## src/rtl/gcd_pkg.sv

```systemverilog
// gcd_pkg: shared definitions for the GCD engine.
//   state_t       controller state encoding (S_IDLE, S_RUN, S_DONE)
//   GCD_WIDTH     default operand/result width
//   GCD_CNT_WIDTH default iteration counter width
package gcd_pkg;

    typedef enum logic [1:0] {
        S_IDLE = 2'd0,
        S_RUN  = 2'd1,
        S_DONE = 2'd2
    } state_t;

    localparam int GCD_WIDTH     = 4;
    localparam int GCD_CNT_WIDTH = 4;

endpackage

```

## src/rtl/gcd_datapath.sv

```systemverilog
// gcd_datapath: operand registers A/B, their comparison and a single
// larger-minus-smaller subtractor for subtractive Euclid.
// Ports:
//   clk, reset_n      clock, asynchronous active-low reset
//   load              capture a_in/b_in into A/B
//   sub_a / sub_b     replace A (or B) with the difference
//   a_in, b_in        operands to capture
//   a, b              current operand register values
//   eq, a_gt_b        comparison flags of the current operands
module gcd_datapath
    import gcd_pkg::*;
#(
    parameter int WIDTH = GCD_WIDTH
) (
    input  logic             clk,
    input  logic             reset_n,
    input  logic             load,
    input  logic             sub_a,
    input  logic             sub_b,
    input  logic [WIDTH-1:0] a_in,
    input  logic [WIDTH-1:0] b_in,
    output logic [WIDTH-1:0] a,
    output logic [WIDTH-1:0] b,
    output logic             eq,
    output logic             a_gt_b
);

    logic [WIDTH-1:0] a_reg;
    logic [WIDTH-1:0] b_reg;
    logic [WIDTH-1:0] bit_eq;
    logic [WIDTH-1:0] diff;

    generate
        for (genvar gi = 0; gi < WIDTH; gi++) begin : g_eq
            assign bit_eq[gi] = ~(a_reg[gi] ^ b_reg[gi]);
        end
    endgenerate

    assign eq     = &bit_eq;
    assign a_gt_b = (a_reg > b_reg);
    // One shared subtractor; operand order chosen so it never underflows.
    assign diff   = a_gt_b ? (a_reg - b_reg) : (b_reg - a_reg);

    always_ff @(posedge clk or negedge reset_n) begin
        if (!reset_n) begin
            a_reg <= '0;
            b_reg <= '0;
        end else if (load) begin
            a_reg <= a_in;
            b_reg <= b_in;
        end else if (sub_a) begin
            a_reg <= diff;
        end else if (sub_b) begin
            b_reg <= diff;
        end
    end

    assign a = a_reg;
    assign b = b_reg;

endmodule

```

## src/rtl/gcd_engine.sv

```systemverilog
// gcd_engine: start/done controller for subtractive-Euclid GCD.
// One GCD per accepted start; result and iter hold until the next run.
// Ports:
//   clk, reset_n   clock, asynchronous active-low reset
//   start          request, only honoured while ready
//   abort          cancels a running computation (RUN only)
//   a_in, b_in     operands, captured on the accepting edge
//   ready          idle, start will be accepted
//   busy           computation in progress
//   done           one-cycle completion pulse
//   result         GCD of the last completed run
//   iter           subtraction steps of the last/ongoing run (saturating)
module gcd_engine
    import gcd_pkg::*;
#(
    parameter int WIDTH     = GCD_WIDTH,
    parameter int CNT_WIDTH = GCD_CNT_WIDTH
) (
    input  logic                 clk,
    input  logic                 reset_n,
    input  logic                 start,
    input  logic                 abort,
    input  logic [WIDTH-1:0]     a_in,
    input  logic [WIDTH-1:0]     b_in,
    output logic                 ready,
    output logic                 busy,
    output logic                 done,
    output logic [WIDTH-1:0]     result,
    output logic [CNT_WIDTH-1:0] iter
);

    state_t               state_reg, state_next;
    logic [WIDTH-1:0]     result_reg, result_next;
    logic [CNT_WIDTH-1:0] iter_reg, iter_next;
    logic                 load, sub_a, sub_b;
    logic [WIDTH-1:0]     a_val, b_val;
    logic                 eq, a_gt_b;

    gcd_datapath #(.WIDTH(WIDTH)) u_datapath (
        .clk     (clk),
        .reset_n (reset_n),
        .load    (load),
        .sub_a   (sub_a),
        .sub_b   (sub_b),
        .a_in    (a_in),
        .b_in    (b_in),
        .a       (a_val),
        .b       (b_val),
        .eq      (eq),
        .a_gt_b  (a_gt_b)
    );

    always_ff @(posedge clk or negedge reset_n) begin
        if (!reset_n) begin
            state_reg  <= S_IDLE;
            result_reg <= '0;
            iter_reg   <= '0;
        end else begin
            state_reg  <= state_next;
            result_reg <= result_next;
            iter_reg   <= iter_next;
        end
    end

    always_comb begin
        state_next  = state_reg;
        result_next = result_reg;
        iter_next   = iter_reg;
        load        = 1'b0;
        sub_a       = 1'b0;
        sub_b       = 1'b0;
        case (state_reg)
            S_IDLE: begin
                if (start) begin
                    load      = 1'b1;
                    iter_next = '0;
                    // A zero operand needs no iteration: gcd(0,x) = x.
                    if (a_in == '0 || b_in == '0) begin
                        result_next = a_in | b_in;
                        state_next  = S_DONE;
                    end else begin
                        state_next  = S_RUN;
                    end
                end
            end
            S_RUN: begin
                // abort wins over a completion in the same cycle.
                if (abort) begin
                    state_next = S_IDLE;
                end else if (eq) begin
                    result_next = a_val;
                    state_next  = S_DONE;
                end else begin
                    sub_a     = a_gt_b;
                    sub_b     = ~a_gt_b;
                    iter_next = (iter_reg == '1) ? iter_reg : iter_reg + 1'b1;
                end
            end
            S_DONE: begin
                state_next = S_IDLE;
            end
            default: begin
                state_next = S_IDLE;
            end
        endcase
    end

    assign ready  = (state_reg == S_IDLE);
    assign busy   = (state_reg == S_RUN);
    assign done   = (state_reg == S_DONE);
    assign result = result_reg;
    assign iter   = iter_reg;

endmodule

```

## config.mk

```make
export PLATFORM = sky130hd
export DESIGN_NAME = gcd_engine
export DESIGN_NICKNAME = d
export VERILOG_FILES = /design/src/rtl/gcd_pkg.sv /design/src/rtl/gcd_datapath.sv /design/src/rtl/gcd_engine.sv
export SDC_FILE = /design/constraint.sdc
export NUM_CORES = 1
export LEC_CHECK = 0
export CORE_ASPECT_RATIO = 1.25
export CORE_MARGIN = 2
export CORE_UTILIZATION = 35
export DETAILED_ROUTE_END_ITERATION = 8
export DONT_BUFFER_PORTS = 1
export SYNTH_ARGS = -nofsm -noshare
export SYNTH_HDL_FRONTEND = slang
export SYNTH_SLANG_ARGS = --single-unit
export TNS_END_PERCENT = 30
```

## constraint.sdc

```tcl
create_clock -name clk -period 2.9 [get_ports clk]
set_input_delay 0.29 -clock clk [delete_from_list [all_inputs] [get_ports clk]]
set_output_delay 0.29 -clock clk [all_outputs]
set_load 0.01 [all_outputs]
```

==> qor.yml <==
cells_and_area:
  fin_nets: 160
  layout_commonest_cell: "dfrtp_1"
  area_growth_pct: 6.537
  num_antenna_cells: 0
  drive_gt1_share_pct: 5.839
  layout_common_cells: "dfrtp_1 (18), o21ai_0 (17), inv_1 (12), nor2_1 (12), nand2_1 (9)"
drt:
  drt_iter0_drc: 35
  vias: 1069
  drt-pass1-iter-count: 4
  wire_per_inst_um: 16.63
  final_antenna_net_count: 0
  drc_errors: 0
  avgViaCountPerCell: 6.074
  wirelength_mm: 2.926
placed_design:
  dp_hpwl_mm: 2.213
  gp_congestion: 0.8232
  dpl_worst_slack_ns: 0.7566
  port_buffers: 0
cts:
  cts_sinks: 18
  cts_max_path_buffers: 2
  ctsResizeCount: 0
  cts_tree: "yes"
  htreeDepth: 1
  clk_pin_slew_ns: 0.07
  insertion_delay_ns: 0.25
  numCtsBuffers: 3
  cts-root-buf: "clkbuf_8"
sta:
  min_period_ns: 2.178
  final-hold-violation-count: 0
  tightest_slew_ns: 0.8450
  fmax_mhz: 459.0
  setup_slack_ns: 0.7215
  period_share_pct: 75.12
  finalSetupTns_ns: 0
  finalMaxSlewViolations: 0
  max_slew_margin_pct: 43.48
  clock_skew_ns: 0.005607
  rsz0062_at_grt: "no"
  holdWs_ns: 0.1922
  finalSetupViolations: 0
critical_path:
  path_max_fanout: 11
  path_delay_family: "simple AND/OR/NAND/NOR gates"
  timing.rr.start: "u_datapath.a[1]$_DFFE_PN0P_"
  cp.depth: 6
  r2r-end: "u_datapath.a[0]$_DFFE_PN0P_"
  critPathMostFrequentCell: "or3_1"
  critPathArrivalTime_ns: 2.35
  path_cells: "inv_1 > ha_1 > and4_4 > or3_1 > or3_1 > a31oi_1"
  rrSetupSlack_ns: 0.72
  startpoint_type: "flop"
  r2r_cells: 6
  cp.required_ns: 3.07
  worst_path_largest_cell_delay_ns: 0.46
  crit_slowest_cell: "or3_1"
  path_class: "flop to flop"
  critical_path_buf_inv_count: 1
  endpoint_kind: "flop"
min_path:
  holdCritStartpoint: "a_in[1]"
  hold_end: "u_datapath.a[1]$_DFFE_PN0P_"
  hold_path.class: "input pin to flop"
  hold_path_depth: 2
pwr:
  netSwitchingPower_mw: 0.7845
  power.density_nw_per_um2: 1245
  p_seq_share_pct: 29.9
  total_power_mw: 1.625
  switching_share_pct: 48.28
  intPower_mw: 0.8403
  ir_worst_vdd_mv: 0.6416
  clkPwrFrac_pct: 12.6
  combinationalPowerShare_pct: 57.5
  leakagePower_nw: 0.5675
synth:
  syn_avg_cell_area_um2: 8.941
  synth-async-reset-ratio_pct: 100.0
  synthesis.nets: 159
  ys.flop_type: "dfrtp_1"
  ys_seq_elements: 18
  ys_types: 35
  synth_edf_count: 0
  netlist_area_um2: 1225
  yosysWarnings: 0
  seq_area_frac_synth_pct: 36.77
  netlist_instances: 137
floorplanning:
  die_h_um: 70.14
  fp-row-count: 24
  die-area_um2: 3992
  core_area_um2: 3423
  die_x_um: 56.92
  io-pin-count: 23
  start_util_pct: 35.78
global_routing:
  antenna_found_initial: 0
  grt_pass1_wl_mm: 4.830
  grt-ovfl-total: 0
  grt_pass1_vias: 1042
  grt_usage_pct: 15.39
  grt_max_degree: 19
outcome:
  status: "finished, final reports clean"
flow_run:
  drv_cap: 0
==> layer usage <==
metal,track usage [%],share of wire (%),up-vias
met3,3.704,9.4,8
met2,22.99,45,51
met1,21.27,43,513
met5,0,0,-
met4,6.202,2.8,0
li1,-,-,497
==> cell families after synthesis <==
| kind of cell | after synthesis | share of synthesized area [%] |
|---|---|---|
| AND/OR/NAND/NOR | 45 | 19.51 |
| multiplexers | 5 | 4.596 |
| AO/OA/AOI/OAI | 40 | 19.82 |
| adder cells (fa/ha/maj) | 10 | 11.44 |
| XOR/XNOR | 2 | 1.430 |
| flip-flops | 18 | 36.77 |
| buffers and inverters | 17 | 6.435 |
==> worst register-to-register path: cells and delay by family, from the launching register on <==
family          cells  cell delay (ns)
simple gates        3             1.02
compound gates      1             0.18
fa+ha+maj           1             0.35
flops               1             0.42
buf+inv             1             0.11
==> through the flow <==
step | util (%) | instance area (um^2) | instances
3_3_place_gp | 36.22 | 1240 | 171
3_5_place_dp | 36.22 | 1240 | 171
5_1_grt | 38.12 | 1305 | 176
4_1_cts | 38.12 | 1305 | 176
2_1_floorplan | - | 1225 | 137
6_report | 38.12 | 1305 | 176
==> power by group through the flow <==
| stage | clock [mW] | combinational (mW) | sequential (mW) |
|---|---|---|---|
| 3_5_place_dp | 0 | 0.914 | 0.491 |
| 3_3_place_gp | 0 | 0.904 | 0.485 |
| 5_1_grt | 0.218 | 1.06 | 0.504 |
| 4_1_cts | 0.212 | 0.923 | 0.487 |
| 6_report | 0.205 | 0.934 | 0.485 |
| 2_1_floorplan | 0 | 0.766 | 0.465 |
==> synth_stat cells, types with 3 or more instances <==
master    number  share of area, %
nand3_1        7               2.9
nand2_1        9               2.8
inv_1         12               3.7
or4_1          3               1.8
clkbuf_1       3              0.92
o21ai_0       17               6.9
o211ai_1       3               1.8
ha_1           8               8.2
or3_1          3               1.5
nor2_1        12               3.7
dfrtp_1       18                37
mux2_1         4               3.7
a31oi_1        6               3.1
a21oi_1        6               2.5
==> timing repair <==
item                                   CTS  global route
hold buffers                             1             0
setup buffers                            0             0
endpoints found under the hold margin   18             0
==> how the worst max path moves through the flow <==
| stage | from | endpoint | slack [ns] |
|---|---|---|---|
| 5_1_grt | u_datapath.a[1]$_DFFE_PN0P_ | u_datapath.b[0]$_DFFE_PN0P_ | 0.56 |
| 2_1_floorplan | u_datapath.a[1]$_DFFE_PN0P_ | u_datapath.b[0]$_DFFE_PN0P_ | 0.92 |
| 3_3_place_gp | u_datapath.a[1]$_DFFE_PN0P_ | u_datapath.a[0]$_DFFE_PN0P_ | 0.82 |
| 3_5_place_dp | u_datapath.a[1]$_DFFE_PN0P_ | u_datapath.a[0]$_DFFE_PN0P_ | 0.76 |
| 6_report | u_datapath.a[1]$_DFFE_PN0P_ | u_datapath.a[0]$_DFFE_PN0P_ | 0.72 |
| 4_1_cts | u_datapath.a[1]$_DFFE_PN0P_ | u_datapath.a[0]$_DFFE_PN0P_ | 0.73 |
==> final cells by class <==
type                            count  area, um^2
Inverter                           12       45.04
Clock buffer                        4       55.05
Fill cell                         355        2118
Sequential cell                    18       450.4
Multi-Input combinational cell    102       695.7
Tap cell                           39       48.80
Timing Repair Buffer                1       10.01
No activity file was read; power rests on OpenSTA's default activity.
